### config.mk
export PLATFORM = sky130hd
export DESIGN_NAME = reg_key_sequencer
export DESIGN_NICKNAME = d
export VERILOG_FILES = /design/src/rtl/reg_key_sequencer.sv
export SDC_FILE = /design/constraint.sdc
export NUM_CORES = 1
export LEC_CHECK = 0
export CAP_MARGIN = 25
export CORE_UTILIZATION = 45
export CTS_CLUSTER_SIZE = 30
export DETAILED_ROUTE_END_ITERATION = 6
export PLACE_DENSITY = 0.68
export SYNTH_ARGS = -nofsm -noshare
export SYNTH_HDL_FRONTEND = slang
export SYNTH_SLANG_ARGS = --single-unit
### constraint.sdc
create_clock -name clk -period 5.65 [get_ports clk]
set_input_delay 1.13 -clock clk [delete_from_list [all_inputs] [get_ports clk]]
set_output_delay 1.13 -clock clk [all_outputs]
set_load 0.05 [all_outputs]
### src/rtl/reg_key_sequencer.sv
// Keypad command sequencer: turns debounced key presses into register read
// requests (REG, idx) and register writes (WRITE, idx, decimal digits, ENTER).
module reg_key_sequencer #(
  parameter int DATA_W     = 8,
  parameter int MAX_DIGITS = 3
) (
  input  logic              clk,
  input  logic              rst,
  input  logic              key_strobe,
  input  logic [3:0]        key_code,
  output logic              isreg,
  output logic [2:0]        regvalue,
  output logic              wr_en,
  output logic [2:0]        wr_addr,
  output logic [DATA_W-1:0] wr_data,
  output logic              busy,
  output logic              err
);

  // Accumulator is wide enough for max_value*10+9, so the range check is exact.
  localparam int ACC_MAX = ((2 ** DATA_W) - 1) * 10 + 9;
  localparam int ACC_W   = $clog2(ACC_MAX + 1);
  localparam int CNT_W   = $clog2(MAX_DIGITS + 1);

  localparam logic [ACC_W-1:0] TEN      = ACC_W'(10);
  localparam logic [ACC_W-1:0] DATA_MAX = ACC_W'((2 ** DATA_W) - 1);
  localparam logic [CNT_W-1:0] CNT_MAX  = CNT_W'(MAX_DIGITS);

  localparam logic [3:0] KEY_REG   = 4'hA;
  localparam logic [3:0] KEY_WRITE = 4'hB;
  localparam logic [3:0] KEY_ENTER = 4'hC;
  localparam logic [3:0] KEY_CLEAR = 4'hD;

  typedef enum logic [1:0] {IDLE, RD_IDX, WR_IDX, WR_DATA} state_t;

  state_t             state_q, state_d;
  logic [2:0]         addr_q, addr_d;
  logic [ACC_W-1:0]   acc_q, acc_d, acc_next;
  logic [CNT_W-1:0]   cnt_q, cnt_d;
  logic               isreg_d, wr_en_d, err_d;
  logic [2:0]         regvalue_d, wr_addr_d;
  logic [DATA_W-1:0]  wr_data_d;
  logic               is_digit, is_idx, is_cmd;

  assign is_digit = (key_code <= 4'd9);
  assign is_idx   = (key_code <= 4'd7);
  assign is_cmd   = (key_code == KEY_REG) || (key_code == KEY_WRITE) ||
                    (key_code == KEY_ENTER);
  assign acc_next = acc_q * TEN + {{(ACC_W-4){1'b0}}, key_code};
  assign busy     = (state_q != IDLE);

  // NOTE: every combinational output gets a default before any branch, so no
  // path leaves a signal unassigned and no latch is inferred.
  always_comb begin
    state_d    = state_q;
    addr_d     = addr_q;
    acc_d      = acc_q;
    cnt_d      = cnt_q;
    isreg_d    = 1'b0;
    wr_en_d    = 1'b0;
    err_d      = 1'b0;
    regvalue_d = regvalue;
    wr_addr_d  = wr_addr;
    wr_data_d  = wr_data;

    if (key_strobe) begin
      if (key_code == KEY_CLEAR) begin
        state_d = IDLE;
        acc_d   = '0;
        cnt_d   = '0;
      end else begin
        unique case (state_q)
          IDLE: begin
            if (key_code == KEY_REG)        state_d = RD_IDX;
            else if (key_code == KEY_WRITE) state_d = WR_IDX;
          end
          RD_IDX: begin
            if (is_idx) begin
              isreg_d    = 1'b1;
              regvalue_d = key_code[2:0];
              state_d    = IDLE;
            end else if (is_digit || is_cmd) begin
              err_d   = 1'b1;
              state_d = IDLE;
            end
          end
          WR_IDX: begin
            if (is_idx) begin
              addr_d  = key_code[2:0];
              acc_d   = '0;
              cnt_d   = '0;
              state_d = WR_DATA;
            end else if (is_digit || is_cmd) begin
              err_d   = 1'b1;
              state_d = IDLE;
            end
          end
          WR_DATA: begin
            if (is_digit) begin
              if ((cnt_q == CNT_MAX) || (acc_next > DATA_MAX)) begin
                err_d   = 1'b1;
                state_d = IDLE;
                acc_d   = '0;
                cnt_d   = '0;
              end else begin
                acc_d = acc_next;
                cnt_d = cnt_q + CNT_W'(1);
              end
            end else if (key_code == KEY_ENTER) begin
              if (cnt_q != '0) begin
                wr_en_d   = 1'b1;
                wr_addr_d = addr_q;
                wr_data_d = acc_q[DATA_W-1:0];
              end else begin
                err_d = 1'b1;
              end
              state_d = IDLE;
            end else if (is_cmd) begin
              // REG/WRITE abort the write; they do not open a new sequence.
              err_d   = 1'b1;
              state_d = IDLE;
            end
          end
          default: state_d = IDLE;
        endcase
      end
    end
  end

  // NOTE: sequential state uses non-blocking assignments so every register
  // samples pre-edge values regardless of statement order.
  always_ff @(posedge clk or negedge rst) begin
    if (!rst) begin
      state_q  <= IDLE;
      addr_q   <= '0;
      acc_q    <= '0;
      cnt_q    <= '0;
      isreg    <= 1'b0;
      regvalue <= '0;
      wr_en    <= 1'b0;
      wr_addr  <= '0;
      wr_data  <= '0;
      err      <= 1'b0;
    end else begin
      state_q  <= state_d;
      addr_q   <= addr_d;
      acc_q    <= acc_d;
      cnt_q    <= cnt_d;
      isreg    <= isreg_d;
      regvalue <= regvalue_d;
      wr_en    <= wr_en_d;
      wr_addr  <= wr_addr_d;
      wr_data  <= wr_data_d;
      err      <= err_d;
    end
  end

endmodule

* After elaboration in Yosys (flattened, before gate mapping)
Index checks and enable logic that the tools add are counted.
Word-level totals: output and inout port bits 18, logic and storage cells 86, register bits after elaboration 36, bits in writable memories 0, bits in latches 0, memories kept 0, ROM bits 0, input port bits 7
Operators by class: eq/ne operators 13, bitwise logic cells 2, shift operators 0, $lt $le $gt $ge 3, divide/modulo/power cells 0, $mul 1, reduce and logical (&&, ||, !) cells 14, multiplexer cells 41, $add $sub $neg 2
Operators with widths (number):
- 12-bit 2-to-1 mux | 4
- 2-bit 2-to-1 mux | 14
- 12-bit one-hot mux with 2 select lines | 1
- 1-bit 2-to-1 mux | 19
- 4-bit == test, second input constant | 4
- 4-bit AND reduction | 4
- 12-bit by 4-bit adder with 12-bit output | 1
- 12-bit by 8-bit greater-than comparator with 1-bit output, second input constant | 1
- 12-bit by 3-bit multiplier with 11-bit output, second input constant | 1
- 4-bit != test, second input constant | 2
- 2-bit one-hot mux with 4 select lines | 1
- 2-bit == test, second input constant | 3
- 3-bit != test, second input constant | 2
- 6-bit AND reduction | 1
- 5-bit != test, second input constant | 1
- 4-bit by 3-bit <= comparator with 1-bit output, second input constant | 1
- 4-bit <= comparator, second input constant | 1
- 1-bit logical OR | 4
- 2-bit one-hot mux with 2 select lines | 1
- 2-bit nonzero test | 2
- 3-bit nonzero test | 1
- 2-bit by 1-bit adder with 2-bit output, second input constant | 1
- 2-bit by 1-bit == test with 1-bit output, second input constant | 1
- 2-bit logical NOT | 1
- other kinds (3) | 4

* Logic depth before layout (Yosys ltp)
depth in word-level cells 9, gate-level depth with buffers 11, mapped depth without buffers 10

* Least setup slack after synthesis
Ideal clock, no wire load.
path kind input port to flip-flop, from input key_code[1], to register acc_q[3], arrival time 3.007 ns, required time 5.540 ns, stages 10, setup time 0.110 ns, buffers on the path 1, setup slack 2.533 ns, path through ha_1 -> fa_1 -> a21o_1 -> nand4_1 -> or3_1 -> nor4_2 -> o2bb2ai_2 -> nand2_2 -> buf_6 -> o41ai_1
Between the ends: cells in the longest elaborated chain, start to end 7, elaborated cells on any way between the ends 14, those cells by class add/sub: 1; order compare: 3; eq/ne: 3; mux: 4; reduce/logical: 3
Ends and longest elaborated chain:
- start: declaration | RTL line 10 | input logic [3:0] key_code,
- 12-bit by 4-bit adder with 12-bit output | RTL line 49 | assign acc_next = acc_q * TEN + {{(ACC_W-4){1'b0}}, key_code};
- 12-bit by 8-bit greater-than comparator with 1-bit output | RTL line 100 | if ((cnt_q == CNT_MAX) || (acc_next > DATA_MAX)) begin
- 1-bit logical OR | RTL line 100
- 12-bit 2-to-1 mux | RTL line 100
- 12-bit 2-to-1 mux | RTL line 99 | if (is_digit) begin
- 12-bit one-hot mux with 2 select lines | RTL line 72 | unique case (state_q)
- 12-bit 2-to-1 mux | RTL line 67 | if (key_code == KEY_CLEAR) begin
- end signal: assignment | RTL line 136 | acc_q <= '0;
- end signal: assignment | RTL line 147 | acc_q <= acc_d;
- end: declaration | RTL line 38 | logic [ACC_W-1:0] acc_q, acc_d, acc_next;
Parallel ways exist; a longest one is shown, timed or not. The select of a mux whose other input is x is not followed. A chain may end at the register's enable or synchronous reset.

* Worst setup path in the final report
from input key_code[1], to register acc_q[4]
The elaborated chain is that of the path after synthesis.

==> summary.txt <==
Antenna Nets Post-Route = 0
Cell Int Power = 619 uW
power per cell area = 379 nW/um^2
Synth Cell Area = 2330 um^2
placed cell areas = 2610 um^2
Max FO, Critical Path = 13
detailed-routing iteration count for the pre-antenna-repair pass = 4
Synth cell types = 48
post-synthesis instance total = 248
slew at the pin closest to its max-slew limit = 0.584 ns
run status = finished clean
final count of pins violating max slew = 0
Min-Delay Endpoint = wr_data[1]$_DFFE_PN0P_
DR vias/cell = 5.53
Synth Register Bits = 35
final number of hold-violating endpoints = 0
critical-path cell list = clkdlybuf4s50_1, ha_1, fa_1, a21o_1, nand4_1, or3_1, nor4_2, o2bb2ai_2, nand2_2, o41ai_1
Slew HR = 60.9%
Max stage delay cell, worst path = sky130_fd_sc_hd__clkdlybuf4s50_1
pre-CTS worst setup slack = 1.58 ns
diode count = 0
std cell rows = 25
ratio of cells with drive above 1 in the final layout = 8.89%
starting DRC count in detailed routing = 71
Crit path max-delay family = simple AND/OR/NAND/NOR gates
MaxCap Viol Count = 0
# resized after CTS = 0
Final min period = 3.76 ns
x dimension of the die = 73.9 um
setup repair after global routing missed its margin = false
post-route core utilization = 56.2%
cell count after placement = 329
total detailed-routing wirelength = 4.65 mm
final design instance area without fill = 2720 um^2
average footprint of a synthesized cell = 9.38 um^2
crit path kind = in2reg
H-tree levels = 2
TritonCTS clock tree = done
FF-to-FF Start = acc_q[1]$_DFFE_PN0P_
part of the total power dissipated in combinational logic = 44.4%
vias post-DR = 1862
total half-perimeter wirelength after legalization and detailed placement = 3.56 mm
net count of the finished layout = 303
die height = 73.9 um
switching power summed over all nets = 413 uW
endpoint arrival time on the critical path = 3.93 ns
number of input and output port buffers inserted = 24
startpoint type of the worst setup path = input port
setup clock skew after layout = 0.00158 ns
top_reg_cell synth = sky130_fd_sc_hd__dfrtp_1
GR Overflow Total = 0
largest stage delay on the critical path = 0.71 ns
share of the synthesized area in the top cell type = 37.6%
Final Setup Violations = 0
capturing element type of the critical path = flop
number of nets produced by synthesis = 282
Starting Density = 48.0%
depth of the most critical reg-to-reg path = 10
first-pass GRT wire length = 7.82 mm
buffers plus inverters on the worst setup path = 1
origin of the worst min-delay path = wr_data[1]$_DFFE_PN0P_
fraction of power spent switching nets = 40.0%
Core ar. = 4850 um^2
count of cells along the worst hold path = 2
Pleak = 1.32 nW
final weighted congestion of routability-driven global placement = 0.827
area growth from synthesis to layout = 17.0%
highest achievable clock rate = 0.266 GHz
die area = 5460 um^2
number of buffers on the longest clock path = 2
most frequent cells after synthesis = sky130_fd_sc_hd__nand2_1, sky130_fd_sc_hd__dfrtp_1, sky130_fd_sc_hd__ha_1
clock transition at the registers of the reported paths = 0.07 ns
worst-case register-to-register setup slack = 2.34 ns
Top Ports = 25
Residual DRC = 0
Peak VDD IR = 0.000148 V
synth top area cells = sky130_fd_sc_hd__dfrtp_1, sky130_fd_sc_hd__ha_1, sky130_fd_sc_hd__nand2_1, sky130_fd_sc_hd__mux2_2, sky130_fd_sc_hd__o41ai_1
Warnings, synthesis = 0
Power Total = 1.03 mW
cell chosen for the clock root = sky130_fd_sc_hd__clkbuf_8
Sequential Power Share = 33.2%
final non-filler cell total = 337
clock buffer count from CTS = 5
cts-stage hold buffer count = 0
worst hold slack after final layout = 0.463 ns
Hold/Removal Path Class = reg2reg
CTS sink cnt = 35
vias in the first global route = 1602
EDFF count, synth = 0
total negative setup slack = 0 ns
async set-or-reset flop fraction in the synthesized netlist = 100%
initial antenna violation count = 0
proportion of synthesized chip area in sequential cells = 37.6%
post-DR wirelength/cell = 13.8 um
buffers inserted during post-CTS setup optimization = 0
clock insertion delay at the later pin of the skew report = 0.29 ns
global-route total usage across every layer = 19.0%
Required @ worst endpoint = 5.82 ns
most used standard cell by instance count after synthesis = sky130_fd_sc_hd__nand2_1
pin count of the biggest net entering global routing = 36
largest area contributor in the synthesized netlist = sky130_fd_sc_hd__dfrtp_1
smallest setup slack after layout = 1.89 ns
reg-to-reg critical path endpoint = acc_q[4]$_DFFE_PN0P_
portion of the clock cycle consumed by the worst path in the final layout = 66.5%
part of the power in the clock network = 22.4%
## power by group through the flow
stage | clock network (mW) | registers (mW) | logic, mW
floorplan | 0 | 0.381 | 0.316
global route | 0.246 | 0.350 | 0.505
finish | 0.231 | 0.343 | 0.458
detailed placement | 0 | 0.348 | 0.460
CTS | 0.236 | 0.343 | 0.460
global placement | 0 | 0.347 | 0.454
## kinds of logic after synthesis
group / after synthesis / synth area share [%]
adder cells (fa/ha/maj): 27 / 15.2
flip-flops: 35 / 37.6
AO/OA/AOI/OAI: 44 / 13.0
XOR/XNOR: 9 / 3.71
buffers and inverters: 19 / 3.76
multiplexers: 9 / 4.19
AND/OR/NAND/NOR: 105 / 22.6
## worst max path at each step
stage / from / to / slack [ns] / cells after the start
3_3_place_gp: key_code[1] / acc_q[4]$_DFFE_PN0P_ / 1.69 / 10
5_1_grt: key_code[1] / acc_q[5]$_DFFE_PN0P_ / 1.67 / 10
6_report: key_code[1] / acc_q[4]$_DFFE_PN0P_ / 1.89 / 10
4_1_cts: key_code[1] / acc_q[4]$_DFFE_PN0P_ / 1.86 / 10
3_5_place_dp: key_code[1] / acc_q[4]$_DFFE_PN0P_ / 1.58 / 10
2_1_floorplan: key_code[1] / acc_q[3]$_DFFE_PN0P_ / 2.53 / 10
## sequential cells by signal, summed over array words and instances (netlist names)
signal,cells
acc_q,11
wr_addr,3
isreg,1
wr_en,1
err,1
wr_data,8
cnt_q,2
addr_q,3
regvalue,3
state_q,2
## cells in the final DEF, fill, tap and decap left out, drive strengths merged, types with 3 or more instances in the layout
cell           synthesis  layout
clkdlybuf4s50          0      24
a21o                   5       5
xor2                   4       4
nor2b                  3       3
inv                    7       7
mux2i                  3       3
nand4                  8       8
clkbuf                 8       6
o21ai                 10      10
mux2                   6       6
nand2                 55      55
nor3b                  6       6
dfrtp                 35      35
o41ai                  6       6
nor2                   8       8
a21oi                  9       9
nor4                   3       3
and2                   4       4
ha                    25      25
xnor2                  5       5
nand3                  8       8
## worst min-delay path, stage by stage, from the launching register on
cell	delay, ns
sky130_fd_sc_hd__dfrtp_1	0.34
sky130_fd_sc_hd__nand2_1	0.05
sky130_fd_sc_hd__nand2_1	0.04
## area by class of cell
class | instances | area (um^2)
clock buffers | 6 | 82.6
fillers | 438 | 2130
repair buffers | 26 | 255
flip-flops and latches | 35 | 876
inverters | 7 | 26.3
clock inverters | 2 | 35.0
multi-input cells | 194 | 1360
well taps | 67 | 83.8
## metal layers
| metal | GRT usage, % | share of wire, % | vias to the layer above |
|---|---|---|---|
| met1 | 28.7 | 50 | 883 |
| met3 | 3.29 | 3.4 | 8 |
| li1 | - | - | 926 |
| met5 | 0 | 0 | - |
| met4 | 7.05 | 1.7 | 0 |
| met2 | 26.9 | 45 | 45 |
Note: power is estimated with default switching activity, not from simulation.
